File: config.mk
export PLATFORM = sky130hd
export DESIGN_NAME = shift_rows_stream
export DESIGN_NICKNAME = d
export VERILOG_FILES = /design/src/rtl/aes_pkg.sv /design/src/rtl/shift_rows_bank.sv /design/src/rtl/shift_rows_stream.sv
export SDC_FILE = /design/constraint.sdc
export NUM_CORES = 1
export LEC_CHECK = 0
export CAP_MARGIN = 30
export CORE_MARGIN = 5
export CORE_UTILIZATION = 40
export DETAILED_ROUTE_END_ITERATION = 7
export HOLD_SLACK_MARGIN = 0.02
export SYNTH_ARGS = -nofsm -noshare
export SYNTH_HDL_FRONTEND = slang
export SYNTH_SLANG_ARGS = --single-unit
File: constraint.sdc
create_clock -name clk -period 4.9 [get_ports clk]
set_input_delay 1.225 -clock clk [delete_from_list [all_inputs] [get_ports clk]]
set_output_delay 1.225 -clock clk [all_outputs]
set_load 0.02 [all_outputs]
File: src/rtl/aes_pkg.sv
// Shared AES byte-serial datapath definitions: state size, byte type and
// the ShiftRows index mapping used by the byte-serial permutation stages.
package aes_pkg;

  localparam int STATE_BYTES = 16;

  typedef logic [7:0] byte_t;
  typedef logic [3:0] idx_t;

  // Column-major state index k holds row k[1:0], column k[3:2].
  // Forward ShiftRows rotates row r left by r, so output (r, c) takes
  // input (r, (c + r) mod 4); the 2-bit add supplies the mod 4.
  function automatic idx_t sr_index(input idx_t k);
    logic [1:0] row;
    logic [1:0] col;
    row = k[1:0];
    col = k[3:2] + row;
    return {col, row};
  endfunction

endpackage

File: src/rtl/shift_rows_bank.sv
// One 16 x 8 state buffer: synchronous write port, combinational read port.
// Contents are not reset; the owner's full flags decide when data is valid.
module shift_rows_bank
  import aes_pkg::*;
(
  input  logic       clk,
  input  logic       wr_en,
  input  logic [3:0] wr_addr,
  input  logic [7:0] wr_data,
  input  logic [3:0] rd_addr,
  output logic [7:0] rd_data
);

  byte_t mem_q [STATE_BYTES];
  byte_t mem_d [STATE_BYTES];

  // Next contents: the addressed entry takes the write data when enabled.
  always_comb begin
    mem_d = mem_q;
    if (wr_en) begin
      mem_d[wr_addr] = wr_data;
    end
  end

  // Storage update; data only, so no reset.
  always_ff @(posedge clk) begin
    mem_q <= mem_d;
  end

  // Asynchronous read of the addressed entry.
  always_comb begin
    rd_data = mem_q[rd_addr];
  end

endmodule

File: src/rtl/shift_rows_stream.sv
// Byte-serial forward ShiftRows: fills one ping-pong bank in arrival order
// while draining the other through the SR permutation, one byte per cycle
// on each side with valid/ready back-pressure.
module shift_rows_stream
  import aes_pkg::*;
(
  input  logic       clk,
  input  logic       reset,
  input  logic       in_valid,
  output logic       in_ready,
  input  logic [7:0] in_byte,
  output logic       out_valid,
  input  logic       out_ready,
  output logic [7:0] out_byte,
  output logic       out_last
);

  localparam idx_t LAST_IDX = idx_t'(STATE_BYTES - 1);

  logic [1:0] full_q, full_d;
  logic       wr_bank_q, wr_bank_d;
  logic       rd_bank_q, rd_bank_d;
  idx_t       wr_cnt_q, wr_cnt_d;
  idx_t       rd_cnt_q, rd_cnt_d;

  logic       in_fire, out_fire;
  logic       wr_done, rd_done;
  logic [1:0] bank_we;
  idx_t       rd_idx;
  byte_t      rd_data [2];

  // Handshake and output decode; everything here depends only on registers
  // except the fire terms, so there is no in_* to out_* combinational path.
  always_comb begin
    in_ready   = !full_q[wr_bank_q];
    out_valid  = full_q[rd_bank_q];
    out_last   = out_valid && (rd_cnt_q == LAST_IDX);
    out_byte   = rd_data[rd_bank_q];
    in_fire    = in_valid && in_ready;
    out_fire   = out_valid && out_ready;
    wr_done    = in_fire && (wr_cnt_q == LAST_IDX);
    rd_done    = out_fire && (rd_cnt_q == LAST_IDX);
    rd_idx     = sr_index(rd_cnt_q);
    bank_we    = '0;
    bank_we[wr_bank_q] = in_fire;
  end

  // Pointer and flag update. Write only targets a non-full bank and read
  // only a full one, so a simultaneous completion always touches two
  // different banks and both flag updates can apply in the same cycle.
  always_comb begin
    full_d    = full_q;
    wr_bank_d = wr_bank_q;
    rd_bank_d = rd_bank_q;
    wr_cnt_d  = wr_cnt_q;
    rd_cnt_d  = rd_cnt_q;
    if (in_fire) begin
      wr_cnt_d = wr_cnt_q + idx_t'(1);
    end
    if (wr_done) begin
      full_d[wr_bank_q] = 1'b1;
      wr_bank_d         = !wr_bank_q;
    end
    if (out_fire) begin
      rd_cnt_d = rd_cnt_q + idx_t'(1);
    end
    if (rd_done) begin
      full_d[rd_bank_q] = 1'b0;
      rd_bank_d         = !rd_bank_q;
    end
  end

  // Control registers; reset drops every partial or undrained block.
  always_ff @(posedge clk) begin
    if (reset) begin
      full_q    <= '0;
      wr_bank_q <= 1'b0;
      rd_bank_q <= 1'b0;
      wr_cnt_q  <= '0;
      rd_cnt_q  <= '0;
    end else begin
      full_q    <= full_d;
      wr_bank_q <= wr_bank_d;
      rd_bank_q <= rd_bank_d;
      wr_cnt_q  <= wr_cnt_d;
      rd_cnt_q  <= rd_cnt_d;
    end
  end

  for (genvar b = 0; b < 2; b++) begin : g_bank
    shift_rows_bank u_bank (
      .clk     (clk),
      .wr_en   (bank_we[b]),
      .wr_addr (wr_cnt_q),
      .wr_data (in_byte),
      .rd_addr (rd_idx),
      .rd_data (rd_data[b])
    );
  end

endmodule

==> insert_results.sql, run 1 <==
INSERT INTO impl_metrics (metric_group, metric, value, unit) VALUES
('place', 'detailedPlacementHpwl', '14.0', 'mm'),
('place', 'portBuffers', '22', ''),
('yosys', 'syn_avg_cell_area', '20.9', 'sq um'),
('drt', 'avgRoutedWirePerCell', '23.7', 'um'),
('grt', 'first_global_vias', '5153', ''),
('place', 'cell_count_after_placement', '861', ''),
('clock_network', 'htree_levels', '1', ''),
('timing', 'period_share', '95.2', '%'),
('cells_and_area', 'post_route_cells_drive_above_1_share', '26.4', '%'),
('critical_path', 'critical_path.reg2reg.startpoint', 'wr_cnt_q[0]', ''),
('cells_and_area', 'final_core_util', '47.0', '%'),
('drt', 'detail_route.iter0.violations', '448', ''),
('clock_network', 'clock_sink_count', '268', ''),
('yosys', 'synthesis.nets', '526', ''),
('timing', 'clock_skew', '0.0170', 'ns'),
('floorplanning', 'initial_core_util', '40.7', '%'),
('critical_path', 'crit-reg2reg-capture', 'g_bank[1].u_bank.mem_q[104]', ''),
('floorplanning', 'row_count', '59', ''),
('cells_and_area', 'fin_cells', '910', ''),
('timing', 'tightestPinTransition', '1.05', 'ns'),
('clock_network', 'cts_post_setup_buffers_inserted', '0', ''),
('job', 'cap_viol_max_count', '0', ''),
('cells_and_area', 'number_of_antenna_diodes', '0', ''),
('clock_network', 'cts_tree', 'yes', ''),
('yosys', 'mapped_area', '10600', 'sq um'),
('grt', 'grt_max_degree', '33', ''),
('clock_network', 'cts-buffers-inserted', '26', ''),
('cells_and_area', 'final_net_count', '573', ''),
('power_and_ir_drop', 'p_leak', '0.00378', 'uW'),
('timing', 'post-route-min-period', '4.67', 'ns'),
('drt', 'detailroute.via_count', '5008', ''),
('clock_network', 'cts_hold_buffers', '0', ''),
('outcome', 'outcome', 'finished clean', ''),
('timing', 'setup_viol', '0', ''),
('timing', 'finalSetupTns', '0', 'ns'),
('yosys', 'yosysMostFrequentCell', 'sky130_fd_sc_hd__edfxtp_1', ''),
('worst_hold_path', 'min_delay_path_depth', '2', ''),
('yosys', 'synth_seq_cells', '268', ''),
('drt', 'drt_pre_antenna_iters', '5', ''),
('grt', 'grt-ovfl-total', '0', ''),
('floorplanning', 'core_area', '26100', 'sq um'),
('clock_network', 'clock_tree.root_cell', 'sky130_fd_sc_hd__clkbuf_16', ''),
('yosys', 'ys.warnings.count', '0', ''),
('yosys', 'synthDominantAreaCellType', 'sky130_fd_sc_hd__edfxtp_1', ''),
('drt', 'route.detailed.drc', '0', ''),
('critical_path', 'setup.worst_path.class', 'flop to primary output', ''),
('timing', 'grt_setup_unrepaired', 'no', ''),
('clock_network', 'cts_buffer_depth', '3', ''),
('floorplanning', 'die_width', '173', 'um'),
('grt', 'first_pass_grt_wire_length', '32.9', 'mm'),
('grt', 'number_of_antenna_violations_at_the_first_check_in_global_routing', '0', ''),
('timing', 'slew_headroom', '29.7', '%'),
('critical_path', 'register_to_register_path_depth', '4', ''),
('critical_path', 'worstSetupStartpointType', 'flop', ''),
('clock_network', 'clkTransAtPathRegs', '0.06', 'ns'),
('yosys', 'share_of_synthesized_registers_carrying_an_async_set_or_reset', '0', '%'),
('critical_path', 'cp_data_arrival_time', '3.44', 'ns'),
('yosys', 'synth_sequential_area_ratio', '74.8', '%'),
('yosys', 'ys_dominant_reg_cell', 'sky130_fd_sc_hd__edfxtp_1', ''),
('clock_network', 'clk_latency_worst_skew_pair', '0.52', 'ns'),
('place', 'placed_cell_area', '11400', 'sq um'),
('drt', 'drt_wirelength', '21.6', 'mm'),
('floorplanning', 'die_height', '173', 'um'),
('yosys', 'yosys.cell_types.count', '33', ''),
('yosys', 'post_synth_inst_count', '508', ''),
('cells_and_area', 'fillerInstances', '2137', ''),
('cells_and_area', 'area_growth', '15.5', '%'),
('timing', 'timing_hold_violations_final', '0', ''),
('floorplanning', 'die_area', '29900', 'sq um'),
('worst_hold_path', 'hold_path.class', 'flop to flop', ''),
('critical_path', 'critical_path.endpoint_type', 'primary output', '');
-- cell usage in the layout (no fill, tap or decap), types with 6 or more instances in the layout --
| master | Yosys | final |
|---|---|---|
| sky130_fd_sc_hd__dfxtp_1 | 12 | 10 |
| sky130_fd_sc_hd__clkbuf_16 | 0 | 27 |
| sky130_fd_sc_hd__xor2_1 | 6 | 6 |
| sky130_fd_sc_hd__mux4_2 | 56 | 56 |
| sky130_fd_sc_hd__ha_1 | 6 | 6 |
| sky130_fd_sc_hd__mux2_2 | 30 | 30 |
| sky130_fd_sc_hd__mux4_1 | 10 | 10 |
| sky130_fd_sc_hd__buf_4 | 1 | 12 |
| sky130_fd_sc_hd__nor2_1 | 50 | 50 |
| sky130_fd_sc_hd__o22ai_1 | 14 | 14 |
| sky130_fd_sc_hd__nand3_1 | 13 | 13 |
| sky130_fd_sc_hd__edfxtp_1 | 256 | 256 |
| sky130_fd_sc_hd__clkdlybuf4s50_1 | 0 | 22 |
| sky130_fd_sc_hd__nand2_1 | 6 | 6 |
-- state kept, by name (all words and copies together), names as in the netlist --
name / cells
g_bank.u_bank.mem_q: 256
rd_cnt_q: 4
wr_cnt_q: 4
full_q: 2
rd_bank_q: 1
wr_bank_q: 1
-- per-stage QoR --
stage / setup WS [ns] / power, uW
floorplan: 1.80 / 2610
finish: 0.234 / 4590
detailed placement: 0.799 / 2690
global placement: 0.812 / 2680
global route: 0.173 / 4730
CTS: 0.255 / 4620
-- layer usage --
metal	vias to the layer above	track usage, %	wire length (um)	part of all wire [%]
met1	2642	19.8	9340	43
met5	-	0	0	0
met4	0	4.78	585	2.7
met3	30	1.64	921	4.3
met2	147	23.9	10700	50
li1	2189	-	-	-
-- report_power, final --
| group | leakage [uW] | total, uW | internal, uW | switching (uW) |
|---|---|---|---|---|
| Clock | 0.000412 | 1940 | 1130 | 811 |
| Combinational | 0.000960 | 118 | 45.3 | 72.6 |
| Sequential | 0.00240 | 2530 | 2520 | 4.15 |
-- kinds of logic after synthesis --
group | count (synthesis) | synth area share [%]
XOR/XNOR | 8 | 0.791
flip-flops | 268 | 74.8
multiplexers | 97 | 17.7
adder cells (fa/ha/maj) | 6 | 0.708
AND/OR/NAND/NOR | 83 | 3.49
AO/OA/AOI/OAI | 19 | 1.10
buffers and inverters | 27 | 1.45
-- worst max-delay path by stage --
stage	cells after the start	startpoint	to	slack [ns]
final	5	rd_cnt_q[1]	out_byte[7]	0.23
after global routing	5	rd_cnt_q[1]	out_byte[0]	0.17
after CTS	5	rd_cnt_q[1]	out_byte[7]	0.25
after detailed placement	5	rd_cnt_q[1]	out_byte[2]	0.80
after global placement	5	rd_cnt_q[1]	out_byte[5]	0.81
after floorplan	7	rd_cnt_q[0]	out_byte[7]	1.80
-- worst max-delay path, cell delays in order (launching register included) --
cell and delay (ns):
sky130_fd_sc_hd__dfxtp_2 0.74, sky130_fd_sc_hd__xnor3_1 0.67, sky130_fd_sc_hd__or2_2 0.40, sky130_fd_sc_hd__o22ai_1 0.42, sky130_fd_sc_hd__nor2_1 0.11, sky130_fd_sc_hd__clkdlybuf4s50_1 0.58
-- cell type report --
class	count	area [sq um]	share of cell area, %
clock inverters	12	88.8	0.726
multi-input cells	213	2520	20.6
well taps	335	419	3.42
repair buffers	43	510	4.17
inverters	3	11.3	0.0920
flip-flops and latches	268	7930	64.8
clock buffers	36	759	6.21
Power figures use the tool's default switching activity.
==> run 2: changes to the inputs <==
==> constraint.sdc (replaced) <==
create_clock -name clk -period 4.8 [get_ports clk]
set_input_delay 1.2 -clock clk [delete_from_list [all_inputs] [get_ports clk]]
set_output_delay 1.2 -clock clk [all_outputs]
set_load 0.02 [all_outputs]
==> insert_results.sql, run 2 (same netlist as run 1, synthesis figures left out) <==
INSERT INTO impl_metrics (metric_group, metric, value, unit) VALUES
('power_and_ir_drop', 'pwr_density_cell', '385', 'nW/um^2'),
('floorplanning', 'core_area', '26100', 'sq um'),
('cells_and_area', 'number_of_antenna_diodes', '0', ''),
('cells_and_area', 'fin_cells', '902', ''),
('floorplanning', 'die_area', '29900', 'sq um'),
('cells_and_area', 'reg.largest.list', 'g_bank.u_bank.mem_q: 256 flops, rd_cnt_q: 4 flops, wr_cnt_q: 4 flops', ''),
('cells_and_area', 'layout_commonest_cell', 'sky130_fd_sc_hd__edfxtp_1', ''),
('timing', 'setup_viol', '0', ''),
('clock_network', 'cts_buffer_depth', '3', ''),
('timing', 'slew_headroom', '33.5', '%'),
('cells_and_area', 'final_net_count', '570', ''),
('critical_path', 'worstSetupStartpointType', 'flop', ''),
('drt', 'drt_pre_antenna_iters', '4', ''),
('cells_and_area', 'final_cell_mix', 'sky130_fd_sc_hd__edfxtp_1, sky130_fd_sc_hd__mux4_2, sky130_fd_sc_hd__nor2_1, sky130_fd_sc_hd__mux2_2, sky130_fd_sc_hd__clkbuf_16', ''),
('worst_hold_path', 'min-delay-start', 'wr_cnt_q[1]', ''),
('drt', 'viasPerCell', '5.48', ''),
('clock_network', 'cts_hold_buffers', '0', ''),
('power_and_ir_drop', 'max-vdd-ir-drop', '0.293', 'mV'),
('place', 'portBuffers', '22', ''),
('floorplanning', 'pin_count', '23', ''),
('place', 'cell_count_after_placement', '857', ''),
('clock_network', 'cts_tree', 'yes', ''),
('critical_path', 'startpoint', 'rd_cnt_q[0]', ''),
('place', 'detailedPlacementHpwl', '13.8', 'mm'),
('critical_path', 'setup.worst_path.class', 'flop to primary output', ''),
('cells_and_area', 'final_core_util', '46.5', '%'),
('clock_network', 'clock_tree.root_cell', 'sky130_fd_sc_hd__clkbuf_16', ''),
('cells_and_area', 'largest_register_ff_count', '256', ''),
('drt', 'drt_wirelength', '21.8', 'mm'),
('place', 'place.gp.congestion', '0.793', ''),
('timing', 'post-route-min-period', '4.52', 'ns'),
('grt', 'first_global_vias', '5170', ''),
('timing', 'period_share', '94.2', '%'),
('critical_path', 'cp_data_arrival_time', '3.32', 'ns'),
('clock_network', 'cts-buffers-inserted', '26', ''),
('grt', 'number_of_antenna_violations_at_the_first_check_in_global_routing', '0', ''),
('floorplanning', 'initial_core_util', '40.7', '%'),
('critical_path', 'crit_path_end', 'out_byte[7]', ''),
('job', 'cap_viol_max_count', '0', ''),
('timing', 'timing.final.max_slew_violations', '0', ''),
('drt', 'detailroute.via_count', '4941', ''),
('floorplanning', 'die_height', '173', 'um'),
('clock_network', 'clock_sink_count', '268', ''),
('drt', 'route.detailed.drc', '0', ''),
('critical_path', 'crit_path_frequent_cell', 'sky130_fd_sc_hd__buf_4', ''),
('clock_network', 'cts_post_setup_buffers_inserted', '0', ''),
('timing', 'clock_skew', '0.00807', 'ns'),
('clock_network', 'post_cts_resized', '0', ''),
('grt', 'grt_max_degree', '34', ''),
('grt', 'first_pass_grt_wire_length', '33.2', 'mm'),
('critical_path', 'timing.critical_path.cells', 'ha_1 > buf_4 > buf_4 > mux2_2 > o22ai_1 > nor2_1 > clkdlybuf4s50_1', ''),
('critical_path', 'register_to_register_path_depth', '3', ''),
('cells_and_area', 'regMostFlops', 'g_bank.u_bank.mem_q', ''),
('critical_path', 'critical_path.reg2reg.startpoint', 'wr_bank_q', ''),
('critical_path', 'critical_path.max_fanout', '23', ''),
('worst_hold_path', 'hold_path.class', 'flop to flop', ''),
('grt', 'gr-usage-all-layers', '14.5', '%'),
('floorplanning', 'die_width', '173', 'um'),
('timing', 'timing.fmax', '221', 'MHz'),
('clock_network', 'clkTransAtPathRegs', '0.06', 'ns'),
('floorplanning', 'row_count', '59', ''),
('clock_network', 'clk_latency_worst_skew_pair', '0.52', 'ns'),
('critical_path', 'slowest_stage', 'sky130_fd_sc_hd__clkdlybuf4s50_1', ''),
('timing', 'grt_setup_unrepaired', 'no', ''),
('timing', 'timing_hold_violations_final', '0', ''),
('outcome', 'outcome', 'finished clean', ''),
('critical_path', 'critical_path.endpoint_type', 'primary output', ''),
('cells_and_area', 'area_growth', '14.3', '%'),
('drt', 'route.antenna.remaining_nets', '0', ''),
('drt', 'avgRoutedWirePerCell', '24.2', 'um'),
('worst_hold_path', 'min_delay_path_depth', '2', ''),
('cells_and_area', 'post_route_cells_drive_above_1_share', '25.2', '%'),
('grt', 'grt-ovfl-total', '0', ''),
('clock_network', 'htree_levels', '1', ''),
('drt', 'detail_route.iter0.violations', '402', ''),
('critical_path', 'critical_path_s_largest_stage_delay', '0.56', 'ns'),
('cells_and_area', 'fillerInstances', '2123', ''),
('critical_path', 'regToRegSetupSlack', '2.62', 'ns'),
('critical_path', 'cp_data_required_time', '3.60', 'ns'),
('timing', 'tightestPinTransition', '0.994', 'ns'),
('power_and_ir_drop', 'p_leak', '0.00373', 'uW'),
('timing', 'finalSetupTns', '0', 'ns'),
('critical_path', 'crit-reg2reg-capture', 'g_bank[1].u_bank.mem_q[109]', '');
==> run 2: cell count changes in the layout (fill, tap and decap cells not counted), sizes merged <==
cell      previous run  this run
clkbuf              36        28
clkinvlp             3         0
clkinv               8        12
buf                 21        18
bufinv               1         3
==> run 2: worst max-delay path: cells and delay by family, from the launching register on <==
family,cells,cell delay [ns]
DFF,1,0.47
and+or+nand+nor,1,0.11
buffers and inverters,3,1.17
adders and majority gates,1,0.33
muxes,1,0.38
AOI/OAI and AO/OA,1,0.34
==> run 2: per-layer routing <==
| metal | vias to the layer above | track usage (%) | share of wire, % |
|---|---|---|---|
| met5 | - | 0 | 0 |
| met4 | 0 | 3.96 | 2.2 |
| met3 | 31 | 1.90 | 4.1 |
| met2 | 118 | 24.1 | 50 |
| met1 | 2622 | 20.3 | 44 |
| li1 | 2170 | - | - |
==> run 2: stage by stage <==
stage               worst slack [ns]  cell area [sq um]  power [uW]  hold WS (ns)
floorplan                       1.72              10600        2670         0.477
global placement               0.731              11200        2730         0.491
detailed placement             0.774              11300        2740         0.508
CTS                            0.225              12100        4710         0.516
global route                   0.133              12100        4800         0.565
finish                         0.279              12100        4670         0.512
==> run 2: worst min-delay path by stage <==
| stage | slack (ns) | end |
|---|---|---|
| 2_1_floorplan | 0.48 | wr_cnt_q[1] |
| 3_3_place_gp | 0.49 | wr_cnt_q[1] |
| 3_5_place_dp | 0.51 | wr_cnt_q[1] |
| 4_1_cts | 0.52 | wr_cnt_q[1] |
| 5_1_grt | 0.56 | wr_cnt_q[1] |
| 6_report | 0.51 | wr_cnt_q[1] |
==> run 2: final cells by class <==
type | instances | area, sq um | area share, %
flip-flops and latches | 268 | 7930 | 65.5
multi-input cells | 213 | 2520 | 20.8
clock buffers | 28 | 679 | 5.61
well taps | 335 | 419 | 3.46
repair buffers | 40 | 415 | 3.43
clock inverters | 15 | 141 | 1.17
inverters | 3 | 11.3 | 0.0929
==> run 2: power breakdown <==
group | internal, uW | switching (uW) | total, uW | leakage, uW
sequential | 2570 | 4.18 | 2580 | 0.00240
clock | 1170 | 808 | 1980 | 0.000407
combinational | 40.6 | 73.6 | 114 | 0.000918
==> run 3: changes to the inputs <==
--- a/config.mk
+++ b/config.mk
@@ -5,7 +5,6 @@
 export SDC_FILE = /design/constraint.sdc
 export NUM_CORES = 1
 export LEC_CHECK = 0
-export CAP_MARGIN = 30
 export CORE_MARGIN = 5
 export CORE_UTILIZATION = 40
 export DETAILED_ROUTE_END_ITERATION = 7
==> insert_results.sql, run 3 (same netlist as run 1, synthesis figures left out) <==
INSERT INTO impl_metrics (metric_group, metric, value, unit) VALUES
('drt', 'detail_route.iter0.violations', '372', ''),
('power_and_ir_drop', 'total_switching_power', '887', 'uW'),
('critical_path', 'critical_path_s_largest_stage_delay', '0.56', 'ns'),
('timing', 'timing.final.max_slew_violations', '0', ''),
('critical_path', 'worstSetupStartpointType', 'flop', ''),
('floorplanning', 'die_width', '173', 'um'),
('drt', 'drt_pre_antenna_iters', '4', ''),
('worst_hold_path', 'hold_end', 'wr_cnt_q[1]', ''),
('power_and_ir_drop', 'power_report.internal_total', '3690', 'uW'),
('grt', 'gr-usage-all-layers', '14.4', '%'),
('cells_and_area', 'multi_input_area', '2520', 'sq um'),
('grt', 'first_global_vias', '5148', ''),
('drt', 'route.antenna.remaining_nets', '0', ''),
('cells_and_area', 'largest_register_ff_count', '256', ''),
('cells_and_area', 'regMostFlops', 'g_bank.u_bank.mem_q', ''),
('cells_and_area', 'area_growth', '13.4', '%'),
('timing', 'period_share', '94.8', '%'),
('floorplanning', 'core_area', '26100', 'sq um'),
('timing', 'tightestPinTransition', '1.24', 'ns'),
('floorplanning', 'die_area', '29900', 'sq um'),
('timing', 'layout_setup_ws', '0.251', 'ns'),
('place', 'portBuffers', '22', ''),
('clock_network', 'cts_tree', 'yes', ''),
('critical_path', 'cp_data_required_time', '3.60', 'ns'),
('power_and_ir_drop', 'pwr_density_cell', '381', 'nW/um^2'),
('floorplanning', 'row_count', '59', ''),
('worst_hold_path', 'min_delay_path_depth', '2', ''),
('timing', 'clock_skew', '0.00847', 'ns'),
('timing', 'timing_hold_violations_final', '0', ''),
('critical_path', 'regToRegSetupSlack', '2.68', 'ns'),
('clock_network', 'clk_latency_worst_skew_pair', '0.51', 'ns'),
('floorplanning', 'initial_core_util', '40.7', '%'),
('clock_network', 'clkTransAtPathRegs', '0.06', 'ns'),
('job', 'cap_viol_max_count', '0', ''),
('timing', 'slew_headroom', '17.3', '%'),
('critical_path', 'register_to_register_path_depth', '4', ''),
('power_and_ir_drop', 'p_leak', '0.00368', 'uW'),
('cells_and_area', 'reg.largest.list', 'g_bank.u_bank.mem_q: 256 flops, rd_cnt_q: 4 flops, wr_cnt_q: 4 flops', ''),
('clock_network', 'cts_post_setup_buffers_inserted', '0', ''),
('power_and_ir_drop', 'sequentialPowerShare', '56.4', '%'),
('drt', 'avgRoutedWirePerCell', '23.9', 'um'),
('worst_hold_path', 'hold_path.class', 'flop to flop', ''),
('grt', 'grt-ovfl-total', '0', ''),
('cells_and_area', 'number_of_antenna_diodes', '0', ''),
('clock_network', 'htree_levels', '1', ''),
('timing', 'finalSetupTns', '0', 'ns'),
('timing', 'setup_viol', '0', ''),
('place', 'place.gp.congestion', '0.793', ''),
('critical_path', 'crit_path_frequent_cell', 'sky130_fd_sc_hd__buf_4', ''),
('critical_path', 'critical_path.max_fanout', '23', ''),
('critical_path', 'critical_path.reg2reg.startpoint', 'wr_cnt_q[0]', ''),
('drt', 'detailroute.via_count', '4831', ''),
('clock_network', 'clock_tree.root_cell', 'sky130_fd_sc_hd__clkbuf_16', ''),
('power_and_ir_drop', 'total_power', '4570', 'uW'),
('cells_and_area', 'final-seq-area', '7930', 'sq um'),
('clock_network', 'post_cts_resized', '0', ''),
('critical_path', 'cp_data_arrival_time', '3.35', 'ns'),
('floorplanning', 'die_height', '173', 'um'),
('place', 'place_ws', '0.776', 'ns'),
('power_and_ir_drop', 'clock_power_share', '41.3', '%'),
('critical_path', 'slowest_stage', 'sky130_fd_sc_hd__clkdlybuf4s50_1', ''),
('critical_path', 'critical_path.endpoint_type', 'primary output', ''),
('grt', 'first_pass_grt_wire_length', '33.1', 'mm'),
('clock_network', 'cts_hold_buffers', '0', ''),
('timing', 'post-route-min-period', '4.55', 'ns'),
('clock_network', 'cts-buffers-inserted', '26', ''),
('power_and_ir_drop', 'p_comb_share', '2.4', '%'),
('cells_and_area', 'fillerInstances', '2157', ''),
('drt', 'drt_wirelength', '21.6', 'mm'),
('timing', 'timing.fmax', '220', 'MHz'),
('drt', 'viasPerCell', '5.36', ''),
('critical_path', 'setup.worst_path.class', 'flop to primary output', ''),
('place', 'detailedPlacementHpwl', '13.6', 'mm'),
('cells_and_area', 'post_route_cells_drive_above_1_share', '24.3', '%'),
('critical_path', 'timing.critical_path.cells', 'ha_1 > buf_4 > buf_4 > mux2_2 > o22ai_1 > nor2_1 > clkdlybuf4s50_1', ''),
('power_and_ir_drop', 'switching_share', '19.4', '%'),
('outcome', 'outcome', 'finished clean', ''),
('drt', 'route.detailed.drc', '0', ''),
('clock_network', 'cts_buffer_depth', '3', ''),
('critical_path', 'crit-reg2reg-capture', 'g_bank[1].u_bank.mem_q[125]', ''),
('power_and_ir_drop', 'max-vdd-ir-drop', '0.269', 'mV'),
('cells_and_area', 'final_net_count', '566', ''),
('clock_network', 'clock_sink_count', '268', ''),
('cells_and_area', 'final_cell_mix', 'sky130_fd_sc_hd__edfxtp_1, sky130_fd_sc_hd__mux4_2, sky130_fd_sc_hd__nor2_1, sky130_fd_sc_hd__mux2_2, sky130_fd_sc_hd__clkbuf_16', ''),
('grt', 'grt_max_degree', '34', ''),
('worst_hold_path', 'min-delay-start', 'wr_cnt_q[1]', ''),
('timing', 'grt_setup_unrepaired', 'no', ''),
('grt', 'number_of_antenna_violations_at_the_first_check_in_global_routing', '0', ''),
('floorplanning', 'pin_count', '23', ''),
('cells_and_area', 'layout_commonest_cell', 'sky130_fd_sc_hd__edfxtp_1', '');
-- run 3: worst max-delay path by stage --
stage / cells past startpoint / to / startpoint / slack, ns
after floorplan: 7 / out_byte[7] / rd_cnt_q[0] / 1.72
after global placement: 7 / out_byte[0] / rd_cnt_q[0] / 0.73
after detailed placement: 7 / out_byte[7] / rd_cnt_q[0] / 0.78
after CTS: 7 / out_byte[7] / rd_cnt_q[0] / 0.21
after global routing: 7 / out_byte[4] / rd_cnt_q[1] / 0.12
final: 7 / out_byte[7] / rd_cnt_q[0] / 0.25
-- run 3: layer usage --
layer	track usage, %	vias to the layer above	wire [um]
li1	-	2167	-
met1	20.3	2530	9360
met2	24.1	106	10900
met3	1.70	28	981
met4	3.77	0	412
met5	0	-	0
-- run 3: cell type report --
type,instances,share of cell area [%]
clock buffers,33,5.81
clock inverters,14,0.719
inverters,3,0.0937
multi-input cells,213,21.0
flip-flops and latches,268,66.0
well taps,335,3.49
repair buffers,36,2.92
-- run 3: power by group through the flow --
| stage | combinational, uW | sequential (uW) | clock, uW |
|---|---|---|---|
| after floorplan | 39.3 | 2630 | 0 |
| after CTS | 110 | 2580 | 1920 |
| after global routing | 117 | 2580 | 2020 |
| final | 108 | 2580 | 1890 |
| after global placement | 106 | 2630 | 0 |
| after detailed placement | 110 | 2630 | 0 |
-- run 3: worst max-delay path, delay by kind of cell, from the launching register on --
family	cells	cell delay (ns)
mux	1	0.39
simple gates	1	0.12
fa+ha+maj	1	0.33
compound gates	1	0.31
flops	1	0.47
buf+inv	3	1.20
-- run 3: metrics by stage --
stage | cell area [sq um] | instances | hold slack (ns) | utilization (%)
2_1_floorplan | 10600 | 508 | 0.477 | -
3_3_place_gp | 11200 | 855 | 0.491 | 43.1
3_5_place_dp | 11200 | 855 | 0.512 | 43.1
4_1_cts | 12000 | 902 | 0.520 | 46.1
5_1_grt | 12000 | 902 | 0.559 | 46.1
6_report | 12000 | 902 | 0.519 | 46.1
